==> src/rtl/bank_rsp_return_buffer.sv <==
// Per-channel read-return FIFOs merged onto one output port by round-robin, with credit-return pulses.
// Optional BANK_RSP_BYPASS_EN: an incoming beat passes straight to out_* when the buffer is idle.
module bank_rsp_return_buffer #(
  parameter int CHANNEL_NUM = 3,
  parameter int ENTRY_NUM   = 8,
  parameter int DATA_WIDTH  = 64,
  parameter int TAG_WIDTH   = 8
) (
  input  logic                             clk,
  input  logic                             rst,
  input  logic [CHANNEL_NUM-1:0]           ch_rsp_valid,
  input  logic [CHANNEL_NUM*DATA_WIDTH-1:0] ch_rsp_data,
  input  logic [CHANNEL_NUM*TAG_WIDTH-1:0] ch_rsp_tag,
  output logic                             out_valid,
  input  logic                             out_ready,
  output logic [DATA_WIDTH-1:0]            out_data,
  output logic [TAG_WIDTH-1:0]             out_tag,
  output logic [1:0]                       out_ch_id,
  output logic [CHANNEL_NUM-1:0]           channels_credit_release,
  output logic [CHANNEL_NUM-1:0]           ch_ovf_err
);
  localparam int CH_W  = (CHANNEL_NUM > 1) ? $clog2(CHANNEL_NUM) : 1;
  localparam int SUM_W = CH_W + 1;
  localparam int PTR_W = (ENTRY_NUM > 1) ? $clog2(ENTRY_NUM) : 1;
  localparam int CNT_W = $clog2(ENTRY_NUM + 1);

  logic [CHANNEL_NUM-1:0] in_vld, nonempty, push, pop, byp_take, ovf_set;
  logic [DATA_WIDTH-1:0]  in_data   [CHANNEL_NUM];
  logic [TAG_WIDTH-1:0]   in_tag    [CHANNEL_NUM];
  logic [DATA_WIDTH-1:0]  head_data [CHANNEL_NUM];
  logic [TAG_WIDTH-1:0]   head_tag  [CHANNEL_NUM];

  logic [CH_W-1:0]        rr_ptr_q, rr_ptr_d;
  logic                   lock_q, lock_d;
  logic [CH_W-1:0]        lock_ch_q, lock_ch_d;
  logic [CHANNEL_NUM-1:0] rel_q, rel_d;
  logic [CHANNEL_NUM-1:0] ovf_q, ovf_d;

  logic [CHANNEL_NUM-1:0] rr_req;
  logic                   rr_found;
  logic [CH_W-1:0]        rr_ch;
  logic [SUM_W-1:0]       rr_sum;
  logic                   use_byp, sel_valid, handshake, rdy_eff;
  logic [CH_W-1:0]        gnt;
  logic [CHANNEL_NUM-1:0] gnt_oh;
  logic [DATA_WIDTH-1:0]  sel_data;
  logic [TAG_WIDTH-1:0]   sel_tag;

  assign in_vld  = rst ? '0 : ch_rsp_valid;
  assign rdy_eff = out_ready & ~rst;

  for (genvar c = 0; c < CHANNEL_NUM; c++) begin : g_ch
    logic [DATA_WIDTH-1:0] mem_data_q [ENTRY_NUM];
    logic [DATA_WIDTH-1:0] mem_data_d [ENTRY_NUM];
    logic [TAG_WIDTH-1:0]  mem_tag_q  [ENTRY_NUM];
    logic [TAG_WIDTH-1:0]  mem_tag_d  [ENTRY_NUM];
    logic [PTR_W-1:0]      wr_ptr_q, wr_ptr_d, rd_ptr_q, rd_ptr_d;
    logic [CNT_W-1:0]      cnt_q, cnt_d;
    logic                  full;

    assign in_data[c]   = ch_rsp_data[c*DATA_WIDTH +: DATA_WIDTH];
    assign in_tag[c]    = ch_rsp_tag[c*TAG_WIDTH +: TAG_WIDTH];
    assign full         = (cnt_q == CNT_W'(ENTRY_NUM));
    assign nonempty[c]  = (cnt_q != '0);
    assign head_data[c] = mem_data_q[rd_ptr_q];
    assign head_tag[c]  = mem_tag_q[rd_ptr_q];
    // A full FIFO still accepts a beat when its head leaves in the same cycle.
    assign push[c]      = in_vld[c] & ~byp_take[c] & (~full | pop[c]);
    assign ovf_set[c]   = in_vld[c] & ~byp_take[c] & full & ~pop[c];

    always_comb begin
      mem_data_d = mem_data_q;
      mem_tag_d  = mem_tag_q;
      wr_ptr_d   = wr_ptr_q;
      rd_ptr_d   = rd_ptr_q;
      cnt_d      = cnt_q;
      if (push[c]) begin
        mem_data_d[wr_ptr_q] = in_data[c];
        mem_tag_d[wr_ptr_q]  = in_tag[c];
        wr_ptr_d = (wr_ptr_q == PTR_W'(ENTRY_NUM - 1)) ? '0 : wr_ptr_q + 1'b1;
      end
      if (pop[c]) begin
        rd_ptr_d = (rd_ptr_q == PTR_W'(ENTRY_NUM - 1)) ? '0 : rd_ptr_q + 1'b1;
      end
      case ({push[c], pop[c]})
        2'b10:   cnt_d = cnt_q + 1'b1;
        2'b01:   cnt_d = cnt_q - 1'b1;
        default: cnt_d = cnt_q;
      endcase
    end

    always_ff @(posedge clk) begin
      if (rst) begin
        wr_ptr_q <= '0;
        rd_ptr_q <= '0;
        cnt_q    <= '0;
      end else begin
        wr_ptr_q <= wr_ptr_d;
        rd_ptr_q <= rd_ptr_d;
        cnt_q    <= cnt_d;
      end
    end

    always_ff @(posedge clk) begin
      mem_data_q <= mem_data_d;
      mem_tag_q  <= mem_tag_d;
    end
  end

  always_comb begin
    use_byp = 1'b0;
    rr_req  = nonempty;
`ifdef BANK_RSP_BYPASS_EN
    if (!lock_q && (nonempty == '0)) begin
      use_byp = 1'b1;
      rr_req  = in_vld;
    end
`endif
    rr_found = 1'b0;
    rr_ch    = '0;
    rr_sum   = '0;
    // Descending scan so the lowest offset from rr_ptr wins.
    for (int i = CHANNEL_NUM - 1; i >= 0; i--) begin
      rr_sum = {1'b0, rr_ptr_q} + SUM_W'(i);
      if (rr_sum >= SUM_W'(CHANNEL_NUM)) rr_sum = rr_sum - SUM_W'(CHANNEL_NUM);
      if (rr_req[rr_sum[CH_W-1:0]]) begin
        rr_found = 1'b1;
        rr_ch    = rr_sum[CH_W-1:0];
      end
    end
  end

  always_comb begin
    gnt       = lock_q ? lock_ch_q : rr_ch;
    sel_valid = lock_q | rr_found;
    gnt_oh    = CHANNEL_NUM'(1) << gnt;
    sel_data  = use_byp ? in_data[gnt] : head_data[gnt];
    sel_tag   = use_byp ? in_tag[gnt]  : head_tag[gnt];
    handshake = sel_valid & rdy_eff;
    pop       = (handshake & ~use_byp) ? gnt_oh : '0;
    byp_take  = (handshake & use_byp)  ? gnt_oh : '0;
  end

  always_comb begin
    rr_ptr_d  = rr_ptr_q;
    lock_d    = lock_q;
    lock_ch_d = lock_ch_q;
    rel_d     = '0;
    ovf_d     = ovf_q | ovf_set;
    if (handshake) begin
      rr_ptr_d = (gnt == CH_W'(CHANNEL_NUM - 1)) ? '0 : gnt + 1'b1;
      lock_d   = 1'b0;
      rel_d    = gnt_oh;
    end else if (sel_valid) begin
      lock_d    = 1'b1;
      lock_ch_d = gnt;
    end
  end

  always_ff @(posedge clk) begin
    if (rst) begin
      rr_ptr_q  <= '0;
      lock_q    <= 1'b0;
      lock_ch_q <= '0;
      rel_q     <= '0;
      ovf_q     <= '0;
    end else begin
      rr_ptr_q  <= rr_ptr_d;
      lock_q    <= lock_d;
      lock_ch_q <= lock_ch_d;
      rel_q     <= rel_d;
      ovf_q     <= ovf_d;
    end
  end

  assign out_valid               = sel_valid;
  assign out_data                = sel_valid ? sel_data : '0;
  assign out_tag                 = sel_valid ? sel_tag : '0;
  assign out_ch_id               = sel_valid ? 2'(gnt) : 2'd0;
  assign channels_credit_release = rel_q;
  assign ch_ovf_err              = ovf_q;
endmodule

==> config.mk <==
export PLATFORM = sky130hd
export DESIGN_NAME = bank_rsp_return_buffer
export DESIGN_NICKNAME = d
export VERILOG_FILES = /design/src/rtl/bank_rsp_return_buffer.sv
export SDC_FILE = /design/constraint.sdc
export NUM_CORES = 2
export LEC_CHECK = 0
export ABC_AREA = 1
export BUFFER_PORTS_ARGS = -buffer_cell sky130_fd_sc_hd__buf_2
export CORE_MARGIN = 5
export CORE_UTILIZATION = 35
export DETAILED_ROUTE_END_ITERATION = 7
export PLACE_DENSITY_LB_ADDON = 0.2
export SLEW_MARGIN = 10
export SYNTH_ARGS = -nofsm -noshare
export SYNTH_HDL_FRONTEND = slang
export SYNTH_SLANG_ARGS = --single-unit
==> constraint.sdc <==
create_clock -name clk -period 12 [get_ports clk]
set_input_delay 0.6 -clock clk [delete_from_list [all_inputs] [get_ports clk]]
set_output_delay 0.6 -clock clk [all_outputs]
set_load 0.02 [all_outputs]
==> summary.md <==
| Metric | Value |
|---|---|
| Detail Placement HPWL | `128600 um` |
| Total global routing track utilization | `0.2014` |
| Status | `finished clean` |
| DRC violations left | `0` |
| Final setup margin | `roughly 5500 ps` |
| Met2 Use GR | `0.3321` |
| Number of nets in the finished design | `6063` |
| Setup CP Type | `reg2out` |
| Num CTS Buffers | `190` |
| Final count of hold timing violations | `0` |
| Commonest non-fill, non-tap cell in the layout | `sky130_fd_sc_hd__edfxtp_1` |
| First-pass DRT Iterations | `7` |
| Max-slew headroom | `0.1722` |
| Layout cell share with drive strength beyond 1 | `0.1258` |
| Count of maximum capacitance violations | `0` |
| Worst Path Required | `11400 ps` |
| RD Place Congestion | `0.8396` |
| Multi-input gate area in the final layout | `16030 um2` |
| Share of synthesized area occupied by flip-flops and latches | `0.7518` |
| Initial antenna violation count | `55` |
| Core occupancy in the finished layout | `0.4127` |
| Number of core rows | `164` |
| Global routing met1 resource utilization | `0.2670` |
| Worst setup EP type | `output pin` |
| DR WL/cell | `25.18 um` |
| Num ports | `303` |
| Area enclosed by the die boundary | `209400 um2` |
| Latest clock arrival within the worst-skew pair | `830 ps` |
| Delay of the slowest cell on the worst path | `~870 ps` |
| Class of the most critical hold timing path | `in2reg` |
| Clock Root Buffer | `sky130_fd_sc_hd__clkbuf_16` |
| Most used DFF post-synth | `sky130_fd_sc_hd__edfxtp_1` |
| Cell-by-cell listing of the critical path | `inv_8 -> buf_4 -> buf_4 -> nand2_1 -> a21oi_1 -> a32oi_1 -> nand2_1 -> nand3_1 -> a21oi_1 -> buf_2` |
| Total congestion overflow after global routing | `0` |
| Share of the synthesized area in the top cell type | `0.7401` |
| Count of port buffers added during placement | `302` |
| Placeable Area | `199500 um2` |
| Maximum frequency from static timing analysis | `0.1541 GHz` |
| DRT antenna net count | `0` |
| Hold_ws | `~65 ps` |
| Clock slew seen by the registers of the worst setup and hold paths | `~60 ps` |
| Stages on the worst setup path | `10` |
| Category of cells accounting for the largest share of critical-path delay | `buffers and inverters` |
| Wire length of the first global-routing pass | `313400 um` |
| Layout-stage area growth over the synthesis result | `17.39%` |
| Width of the die | `between 400 and 500 um` |
| Hold-critical path depth | `1` |
| TritonCTS sink count | `1769` |
| Net count of the mapped netlist | `between 5000 and 6000` |
| Number of global-route vias before repair | `43440` |
| Commonest non-fill, non-tap cells in the layout | `sky130_fd_sc_hd__edfxtp_1, sky130_fd_sc_hd__nand2_1, sky130_fd_sc_hd__nor2_1` |
| Pins over their slew limit | `0` |
| Maximum level of the CTS H-tree | `4` |
| Final-layout setup total negative slack | `0 ps` |
| Avg Vias per Cell | `5.236` |
| Post-Syn Area | `70110 um2` |
| Maximum buffer depth of the clock tree | `3` |
| Min Clock Period, post-route | `6489 ps` |
| Post-layout instance area | `82310 um2` |
| Setup repair after global routing missed its margin | `no` |
| Worst vdd rail ir drop | `0.0002521 V` |
| M3 GR Usage | `0.03009` |
| Number of synthesized flops with an enable pin | `between 1500 and 2000` |
| Worst Path Arrival | `approximately 5900 ps` |
| FF-to-FF path depth | `16` |
| Gate count after technology mapping | `~5400` |
| Slew at the pin closest to its max-slew limit | `1242 ps` |
| Largest clock skew in the final design | `roughly 39 ps` |
| Highest-delay cell along the critical path | `sky130_fd_sc_hd__buf_4` |
| Leakage Power | `28.00 nW` |
| Maximum fanout along the worst path | `roughly 150` |
| Die Ht | `457.6 um` |
| Synthesized flop and latch total | `1769` |
| Filler Cell Count | `roughly 19000` |
| Kind of launch point of the worst setup path | `flip-flop` |
| Async SR Flop Fraction | `0` |
| Post-place setup slack | `6334 ps` |
| Count of warnings emitted by yosys | `0` |
| Number of endpoints failing setup at the final stage | `0` |
| Final Cycle Share | `0.5408` |
| Post-synthesis average cell area | `12.93 um2` |
| Most area-consuming cells after synthesis | `sky130_fd_sc_hd__edfxtp_1, sky130_fd_sc_hd__nand2_1, sky130_fd_sc_hd__nor2_1` |
| WL final | `~220000 um` |
| Vias after detailed routing | `45270` |
| Synth cell types | `37` |
| Placement Cell Area | `74670 um2` |
| Power per cell area | `225.6 nW/um2` |
| Post-CTS setup buffer count | `0` |
| Crit path buffers/inverters | `4` |
| Register Area | `about 53000 um2` |
| Largest area contributor in the netlist | `sky130_fd_sc_hd__edfxtp_1` |
| Initial core utilization | `0.3515` |
| Most used routing layer in global routing | `met2` |
| Drt first-iter violations | `3715` |
| TritonCTS clock tree | `yes` |
| Pin count of the biggest net entering global routing | `between 150 and 200` |
==> where the power goes <==
part | switching, mW | total (mW) | internal (mW)
Combinational | 4.49 | 5.96 | 1.47
Sequential | 0.150 | 7.05 | 6.90
Clock | 2.43 | 5.56 | 3.13
==> final cells by class <==
class                           instances  share of cell area
Tap cell                             2656             0.04038
Antenna cell                           22           0.0006689
Clock buffer                          241             0.06035
Inverter                               59            0.003208
Multi-Input combinational cell       3220              0.1948
Clock inverter                        101             0.01087
Timing Repair Buffer                  578             0.04892
Sequential cell                      1769              0.6408
==> cells by family after synthesis <==
kind of cell | count (synthesis) | synth area share
buffers and inverters | 434 | 0.02472
AOI/OAI and AO/OA | 1070 | 0.09444
DFF | 1769 | 0.7518
and+or+nand+nor | 2119 | 0.1239
xor gates and xnor gates | 8 | 0.0009994
adders and majority gates | 23 | 0.004105
==> synthesized netlist by cell type, types with 8 or more instances <==
cell type                  count
sky130_fd_sc_hd__edfxtp_1   1728
sky130_fd_sc_hd__nand2_1    1034
sky130_fd_sc_hd__nor2_1      587
sky130_fd_sc_hd__a21oi_1     396
sky130_fd_sc_hd__nand3_1     388
sky130_fd_sc_hd__o21ai_0     304
sky130_fd_sc_hd__clkbuf_1    292
sky130_fd_sc_hd__o221ai_1    145
sky130_fd_sc_hd__o31ai_1      89
sky130_fd_sc_hd__nor3_1       82
sky130_fd_sc_hd__a32oi_1      72
sky130_fd_sc_hd__o32ai_1      58
sky130_fd_sc_hd__buf_2        57
sky130_fd_sc_hd__inv_1        48
sky130_fd_sc_hd__dfxtp_1      41
sky130_fd_sc_hd__ha_1         23
sky130_fd_sc_hd__buf_1        21
sky130_fd_sc_hd__nand2_2       8
==> worst paths after layout <==
path | startpoint | to | slack, ps
setup reg to reg | rr_ptr_q[0]$_SDFFE_PP0P_ | g_ch[0].mem_data_q[30]$_DFFE_PP_ | 6770
hold / removal | ch_rsp_data[109] | g_ch[1].mem_data_q[45]$_DFFE_PP_ | 70
hold reg to reg | lock_ch_q[0]$_SDFFE_PP0P_ | lock_ch_q[0]$_SDFFE_PP0P_ | 480
setup / recovery | g_ch[0].rd_ptr_q[0]$_SDFFE_PP0P_ | out_data[25] | 5510
==> state kept, by name, summed over array words and instances (netlist names) <==
name and cells:
g_ch.mem_data_q 1536, g_ch.mem_tag_q 192, g_ch.cnt_q 12, g_ch.rd_ptr_q 9, g_ch.wr_ptr_q 9, ch_ovf_err 3, channels_credit_release 3, lock_ch_q 2
rr_ptr_q 2, lock_q 1
==> timing repair <==
item | in CTS | in global routing
hold buffers | 172 | 0
resized for setup | 0 | 0
hold endpoints to repair | 1284 | 0
==> stage by stage <==
step,cells,power [mW]
floorplan,5423,10.30
global placement,8110,13.17
detailed placement,8110,13.15
CTS,8624,18.77
global route,8641,19.32
finish,8646,18.57
==> per-layer routing <==
metal | share of wire | vias up
met4 | 0.043 | 6
met2 | 0.48 | 1234
met1 | 0.43 | 22810
met3 | 0.047 | 349
li1 | - | 20870
met5 | 0.00016 | -
(Power assumes the default switching activity.)
